**src/rtl/lm75a_temp_bcd.sv**
```systemverilog
// lm75a_temp_bcd
// Converts the LM75A 11-bit two's complement temperature field (data_in[15:5],
// LSB = 0.125 degC) into sign + 3 integer BCD digits + 3 fractional BCD digits.
// A new conversion starts whenever the temperature field differs from the
// last converted value. The integer part goes through an 8-step sequential
// double-dabble. The 3 fractional bits go through a small lookup table.
// All outputs are registered.

module lm75a_temp_bcd (
   input  logic        clk,
   input  logic        rst,
   input  logic [15:0] data_in,
   output logic        neg,
   output logic [11:0] bcd_int,
   output logic [11:0] bcd_frac,
   output logic        busy,
   output logic        done
);

   typedef enum logic [1:0] {
      S_IDLE  = 2'd0,
      S_LOAD  = 2'd1,
      S_SHIFT = 2'd2,
      S_DONE  = 2'd3
   } state_t;

   state_t      state_q, state_d;
   logic [10:0] hold_q, hold_d;      // temperature field being converted
   logic [10:0] last_q, last_d;      // temperature field of the last result
   logic [19:0] sh_q, sh_d;          // {hundreds, tens, ones, binary[7:0]}
   logic [2:0]  frac_q, frac_d;      // eighths of a degree
   logic        sgn_q, sgn_d;
   logic [2:0]  cnt_q, cnt_d;        // double-dabble iteration counter
   logic        neg_q, neg_d;
   logic [11:0] int_q, int_d;
   logic [11:0] fout_q, fout_d;
   logic        busy_q, busy_d;
   logic        done_q, done_d;

   logic        sgn_s;
   logic [10:0] mag_s;
   logic        unused_low_s;

   // Add 3 to a BCD nibble that would overflow past 9 after doubling
   function automatic logic [3:0] add3(input logic [3:0] n);
      if (n >= 4'd5) begin
         return n + 4'd3;
      end else begin
         return n;
      end
   endfunction

   // One double-dabble iteration: correct all BCD nibbles, then shift left
   function automatic logic [19:0] dabble_step(input logic [19:0] s);
      logic [19:0] t;
      t = {add3(s[19:16]), add3(s[15:12]), add3(s[11:8]), s[7:0]};
      return {t[18:0], 1'b0};
   endfunction

   // Eighths of a degree to three BCD decimal digits
   function automatic logic [11:0] frac_bcd(input logic [2:0] f);
      case (f)
         3'd0:    return 12'h000;
         3'd1:    return 12'h125;
         3'd2:    return 12'h250;
         3'd3:    return 12'h375;
         3'd4:    return 12'h500;
         3'd5:    return 12'h625;
         3'd6:    return 12'h750;
         3'd7:    return 12'h875;
         default: return 12'h000;
      endcase
   endfunction

   // The low five bits of the reader word carry no temperature information
   assign unused_low_s = ^data_in[4:0];

   // Sign and magnitude of the held field; -1024 maps to 1024, which fits in 11 bits
   assign sgn_s = hold_q[10];
   assign mag_s = sgn_s ? (11'd0 - hold_q) : hold_q;

   // Next-state and datapath control for the conversion sequence
   always_comb begin
      state_d = state_q;
      hold_d  = hold_q;
      last_d  = last_q;
      sh_d    = sh_q;
      frac_d  = frac_q;
      sgn_d   = sgn_q;
      cnt_d   = cnt_q;
      neg_d   = neg_q;
      int_d   = int_q;
      fout_d  = fout_q;
      busy_d  = busy_q;
      done_d  = 1'b0;

      case (state_q)
         S_IDLE: begin
            if (data_in[15:5] != last_q) begin
               hold_d  = data_in[15:5];
               busy_d  = 1'b1;
               state_d = S_LOAD;
            end else begin
               state_d = S_IDLE;
            end
         end
         S_LOAD: begin
            sgn_d   = sgn_s;
            frac_d  = mag_s[2:0];
            sh_d    = {12'd0, mag_s[10:3]};
            cnt_d   = 3'd0;
            state_d = S_SHIFT;
         end
         S_SHIFT: begin
            sh_d = dabble_step(sh_q);
            if (cnt_q == 3'd7) begin
               state_d = S_DONE;
            end else begin
               cnt_d = cnt_q + 3'd1;
            end
         end
         S_DONE: begin
            neg_d   = sgn_q;
            int_d   = sh_q[19:8];
            fout_d  = frac_bcd(frac_q);
            last_d  = hold_q;
            done_d  = 1'b1;
            busy_d  = 1'b0;
            state_d = S_IDLE;
         end
         default: begin
            busy_d  = 1'b0;
            state_d = S_IDLE;
         end
      endcase
   end

   // State and datapath registers; reset abandons any conversion in progress
   always_ff @(posedge clk) begin
      if (rst) begin
         state_q <= S_IDLE;
         hold_q  <= 11'd0;
         last_q  <= 11'd0;
         sh_q    <= 20'd0;
         frac_q  <= 3'd0;
         sgn_q   <= 1'b0;
         cnt_q   <= 3'd0;
         neg_q   <= 1'b0;
         int_q   <= 12'd0;
         fout_q  <= 12'd0;
         busy_q  <= 1'b0;
         done_q  <= 1'b0;
      end else begin
         state_q <= state_d;
         hold_q  <= hold_d;
         last_q  <= last_d;
         sh_q    <= sh_d;
         frac_q  <= frac_d;
         sgn_q   <= sgn_d;
         cnt_q   <= cnt_d;
         neg_q   <= neg_d;
         int_q   <= int_d;
         fout_q  <= fout_d;
         busy_q  <= busy_d;
         done_q  <= done_d;
      end
   end

   assign neg      = neg_q;
   assign bcd_int  = int_q;
   assign bcd_frac = fout_q;
   assign busy     = busy_q;
   assign done     = done_q;

endmodule

```
**config.mk**
```make
export PLATFORM = sky130hd
export DESIGN_NAME = lm75a_temp_bcd
export DESIGN_NICKNAME = d
export VERILOG_FILES = /design/src/rtl/lm75a_temp_bcd.sv
export SDC_FILE = /design/constraint.sdc
export NUM_CORES = 1
export LEC_CHECK = 0
export CORE_ASPECT_RATIO = 1.25
export CORE_MARGIN = 2
export CORE_UTILIZATION = 51
export DETAILED_ROUTE_END_ITERATION = 8
export PLACE_DENSITY = 0.75
export REMOVE_ABC_BUFFERS = 1
export SLEW_MARGIN = 30
export SYNTH_ARGS = -nofsm -noshare
export SYNTH_HDL_FRONTEND = slang
export SYNTH_SLANG_ARGS = --single-unit
export TNS_END_PERCENT = 50
```
**constraint.sdc**
```tcl
create_clock -name clk -period 3 [get_ports clk]
set_input_delay 0.45 -clock clk [delete_from_list [all_inputs] [get_ports clk]]
set_output_delay 0.45 -clock clk [all_outputs]
set_load 0.02 [all_outputs]
```
# Word-level counts from Yosys, hierarchy flattened
# Memory sizes are Yosys's and may differ from the RTL's. A register that Yosys moved wholly into a read port is not among the register bits.
# Cells that the tools add are included.
# word_totals
output_inout_bits	27
n_memories	1
input_bits	18
ff_bits	78
mem_bits_ro	72
wordCells	48
# classes
n_addsub	5
n_lt_le_gt_ge	3
eq_ne	8
n_mux	13
n_reduce_logical	6
# mem_list
name	depth	word_bits	read_ports	rd_ports_with_merged_regs	write_ports	line_no	rtl
(name not given)	8	9	1	1	0	62	case (f)
# ops
cell	count
$pmux W20 S2	1
$ge A4 B3 Y1 const B	3
$mux W11	1
$ne A11 B11 Y1	1
$sub A1 B11 Y11 const A	1
$add A4 B2 Y4 const B	2
$mux W4	2
$pmux W2 S4	1
$mux W3	2
$ne A2 B2 Y1 const B	3
$pmux W3 S2	1
$reduce_and A2 Y1	3
$eq A2 B2 Y1 const B	2
$reduce_bool A2 Y1	2
$add A3 B1 Y3 const B	1
$add A3 B2 Y3 const B	1
$eq A3 B3 Y1 const B	1
$mux W1	3
$eq A2 B1 Y1 const B	1
$logic_not A2 Y1	1
$mux W2	1
$pmux W1 S2	1

# Logic depth before layout (Yosys ltp)
# logic_depth
depth_word	3
mapped_depth	7
mapped_depth_nobuf	7

# Least setup slack after synthesis
# Ideal clock, no wire load.
# synth_path
path_kind	register to register
from	reg state_q[0]
to	reg sh_q[7]
path_buffers	1
required_ns	2.929
arrival_ns	1.574
path_slack_ns	1.356
path_stages_with_launch	8
synth_period_minus_slack_ns	1.644
setup_time_ns	0.071
cell_sequence	dfxtp_1 > inv_1 > ha_1 > clkbuf_1 > nor2_1 > nand3b_1 > or4_1 > a21oi_1
# synth_between
elab_chain_cells	2
word_cells_on_any_way	4
classes_between	eq/ne: 2; mux: 1; reduce/logical: 1
# synth_rtl
item	line_no	rtl
start, declared	27	state_t state_q, state_d;
start signal, assigned	154	state_q <= state_d;
$eq A2 B2 Y1 or $eq A2 B1 Y1 (tied branches)	97	case (state_q)
$pmux W20 S2 or $reduce_bool A2 Y1 (tied branches)	-	
end signal, assigned	144	sh_q <= 20'd0;
end signal, assigned	157	sh_q <= sh_d;
end, declared	30	logic [19:0] sh_q, sh_d;
# Several ways; a longest one is shown, not always the timed one.
# A chain may end at the register's enable or synchronous reset.

# Worst setup path in the final report
# Ends and elaborated chain as after synthesis.

==> impl_results.md <==
- Mapped Cells: 357
- Register area: 1440 um^2
- Max-slew violation count: 0
- Switching share of power: 34.2%
- Hold-fix buffers, CTS: 0
- Initial Util: 52.0%
- Largest family of logic cells by synthesized area: multiplexers
- Clk pwr share: 27.8%
- Core Region: 6440 um^2
- Avg WL per Cell: 12.6 um
- Placed wire-length estimate: 4190 um
- Static leakage: 1.45 nW
- Setup ws final: 0.914 ns
- Pint: 2.00 mW
- Layout cell share with drive strength beyond 1: 8.40%
- Setup Skew: 0.00927 ns
- Clock transition at the registers of the reported paths: 0.08 ns
- Flops & latches, synth: 72
- # IOs: 45
- Simple-Gate Fraction of Synth Area: 13.5%
- DR pass1 iterations: 4
- Post-synthesis mux area share: 13.5%
- Asr flop ratio synth: 0%
- Number of synthesized flops with an enable pin: 0
- DRC errors left: 0
- Power Density: 765 nW/um^2
- Data arrival time of the worst path: 2.37 ns
- Die footprint: 7230 um^2
- R2r setup slk: 0.91 ns
- Yosys cell types: 41
- Ant. Diodes: 0
- # H-tree levels: 3
- Initial antenna violation count: 0
- DR iter-0 viols: 86
- Post-route setup TNS: 0 ns
- # nets final: 421
- Vias in the first global route: 2,414
- Die height: 94.6 um
- Routed Antenna Nets: 0
- Vias: 2,469
- Area occupied by multi-input gates: 1740 um^2
- Largest net degree at the start of global routing: 38
- CTS resizes: 0
- Syn-to-layout area delta: 18.5%
- Via/cell ratio: 5.14
- Worst-margin pin slew: 0.671 ns
- Cells on worst reg2reg path: 7
- Register area share after synthesis: 43.0%
- Most frequent cells in the layout: dfxtp_1 (72), nor2_1 (64), mux2i_1 (43)
- Place WS: 0.764 ns
- Num CTS Buffers: 9
- Slew headroom: 55.3%
- Reg power frac: 39.5%
- Average cell area after synthesis: 9.38 um^2
- TritonCTS clock tree: yes
- Top post-synthesis cells by area: dfxtp_1 (43%), mux2i_1 (13%), nor2_1 (7.2%)
- Clk buf depth: 2
- FILL cells: 563
- Worst IR Drop VDD: 0.000500 V
- DRT Wirelength: 6070 um
- Final Util: 61.6%
- Compound-cell area share of the yosys netlist: 12.3%
- Critical setup path kind: register to register
- Worst hold margin: 0.467 ns
- Switch Pwr: 1.04 mW
- Die X: 76.5 um
- Clk Latency, worst-skew pair: 0.35 ns
- Hold depth: 2
- RSZ-0062 raised after global routing: no
- Main synth FF type: dfxtp_1
- Post-CTS Repair Setup Buffers: 0
- Commonest non-fill, non-tap cell in the layout: dfxtp_1
- Root Driver: clkbuf_8
- Syn Std Cell Area: 3350 um^2
- Status: completed
- Post-DP Area: 3750 um^2
- Top-area cell type share of the netlist area: 43.0%
- Post-synthesis xor/xnor area fraction: 6.54%
- Combinational power share: 32.7%
- Hold Path Class: register to register
- Synth Area in Adders: 5.61%
- GR Overflow Total: 0
- Leading area contributor after synthesis: dfxtp_1
- CP endpoint kind: register
- Fin crit share: 69.5%
- Clock sink total: 72
- CP required: 3.28 ns
- First-pass GRT wire length: 10,700 um
- Yosys warns: 0
- Max Fclk: 479 MHz
- Max-cap viol count: 0
- Fin area: 3970 um^2
- GPL Wtd Cong: 0.825
- GRT Util Overall: 18.2%
- Setup Viol. Count Final: 0
- Final worst path period need: 2.09 ns
- # rows: 33
- Final Hold Viols: 0
- Startpoint Class: register
- I/O Buffers: 36
- Max FO, Critical Path: 12
## cell families after synthesis
kind of cell | Yosys count
xor+xnor | 25
compound gates | 58
flops | 72
simple gates | 102
other cells | 1
mux | 45
buf+inv | 39
fa+ha+maj | 15
## worst max-delay path, cell delays in order, from the launching register on
cell and delay, ns:
dfxtp_1 0.36, inv_1 0.09, ha_1 0.52, inv_1 0.10
nor2_1 0.29, nand3b_1 0.10, or4_1 0.42, a21oi_1 0.13
## synth_stat cells (3+ instances only)
library cell  count
a211oi_1          4
a21oi_1          21
a22oi_1           7
a32oi_1           3
and3_1            4
buf_4             6
clkbuf_1         14
dfxtp_1          72
ha_1             15
inv_1            13
mux2i_1          43
nand2_1          11
nand2b_1          6
nand3_1           4
nor2_1           64
o21ai_0           7
o31ai_1           4
o41ai_2           3
xnor2_1          21
xor2_1            4
## power groups by stage
stage	logic, mW	clock network [mW]	registers, mW
after floorplan	0.718	0	1.21
after global placement	0.984	0	1.21
after detailed placement	1.00	0	1.22
after CTS	1.01	0.862	1.20
after global routing	1.11	0.901	1.22
final	0.994	0.845	1.20
## flip-flops by register name (all words and copies together) (netlist names)
signal and flops:
sh_q 20, bcd_int 12, hold_q 11, last_q 11
bcd_frac 6, cnt_q 3, frac_q 3, state_q 2
busy 1, done 1, neg 1, sgn_q 1
## layer usage
layer	track usage (%)	wire length [um]	part of all wire, %	up-vias
li1	-	-	-	1271
met1	21.1	2720	45	1154
met4	8.03	117	1.9	0
met5	0	0	0	-
met2	33.0	3090	51	32
met3	3.35	151	2.5	12
## worst paths after layout
kind,start,end
worst min register to register,sh_q[2]$_SDFFE_PP0P_,sh_q[2]$_SDFFE_PP0P_
worst max-delay path,state_q[0]$_SDFFE_PP0P_,sh_q[7]$_SDFFE_PP0P_
worst min-delay path,sh_q[2]$_SDFFE_PP0P_,sh_q[2]$_SDFFE_PP0P_
worst max register to register,state_q[0]$_SDFFE_PP0P_,sh_q[7]$_SDFFE_PP0P_
## per-stage QoR
step | std cells | power (mW)
6_report | 480 | 3.04
3_3_place_gp | 464 | 2.20
5_1_grt | 480 | 3.23
4_1_cts | 480 | 3.07
3_5_place_dp | 464 | 2.22
2_1_floorplan | 334 | 1.93
## layout make-up
type,count,area share (%)
clock buffers,10,3.47
inverters,14,1.32
multi-input cells,248,43.8
clock inverters,6,2.08
repair buffers,43,10.3
well taps,87,2.74
flip-flops and latches,72,36.3
Note: power is estimated with default switching activity, not from simulation.
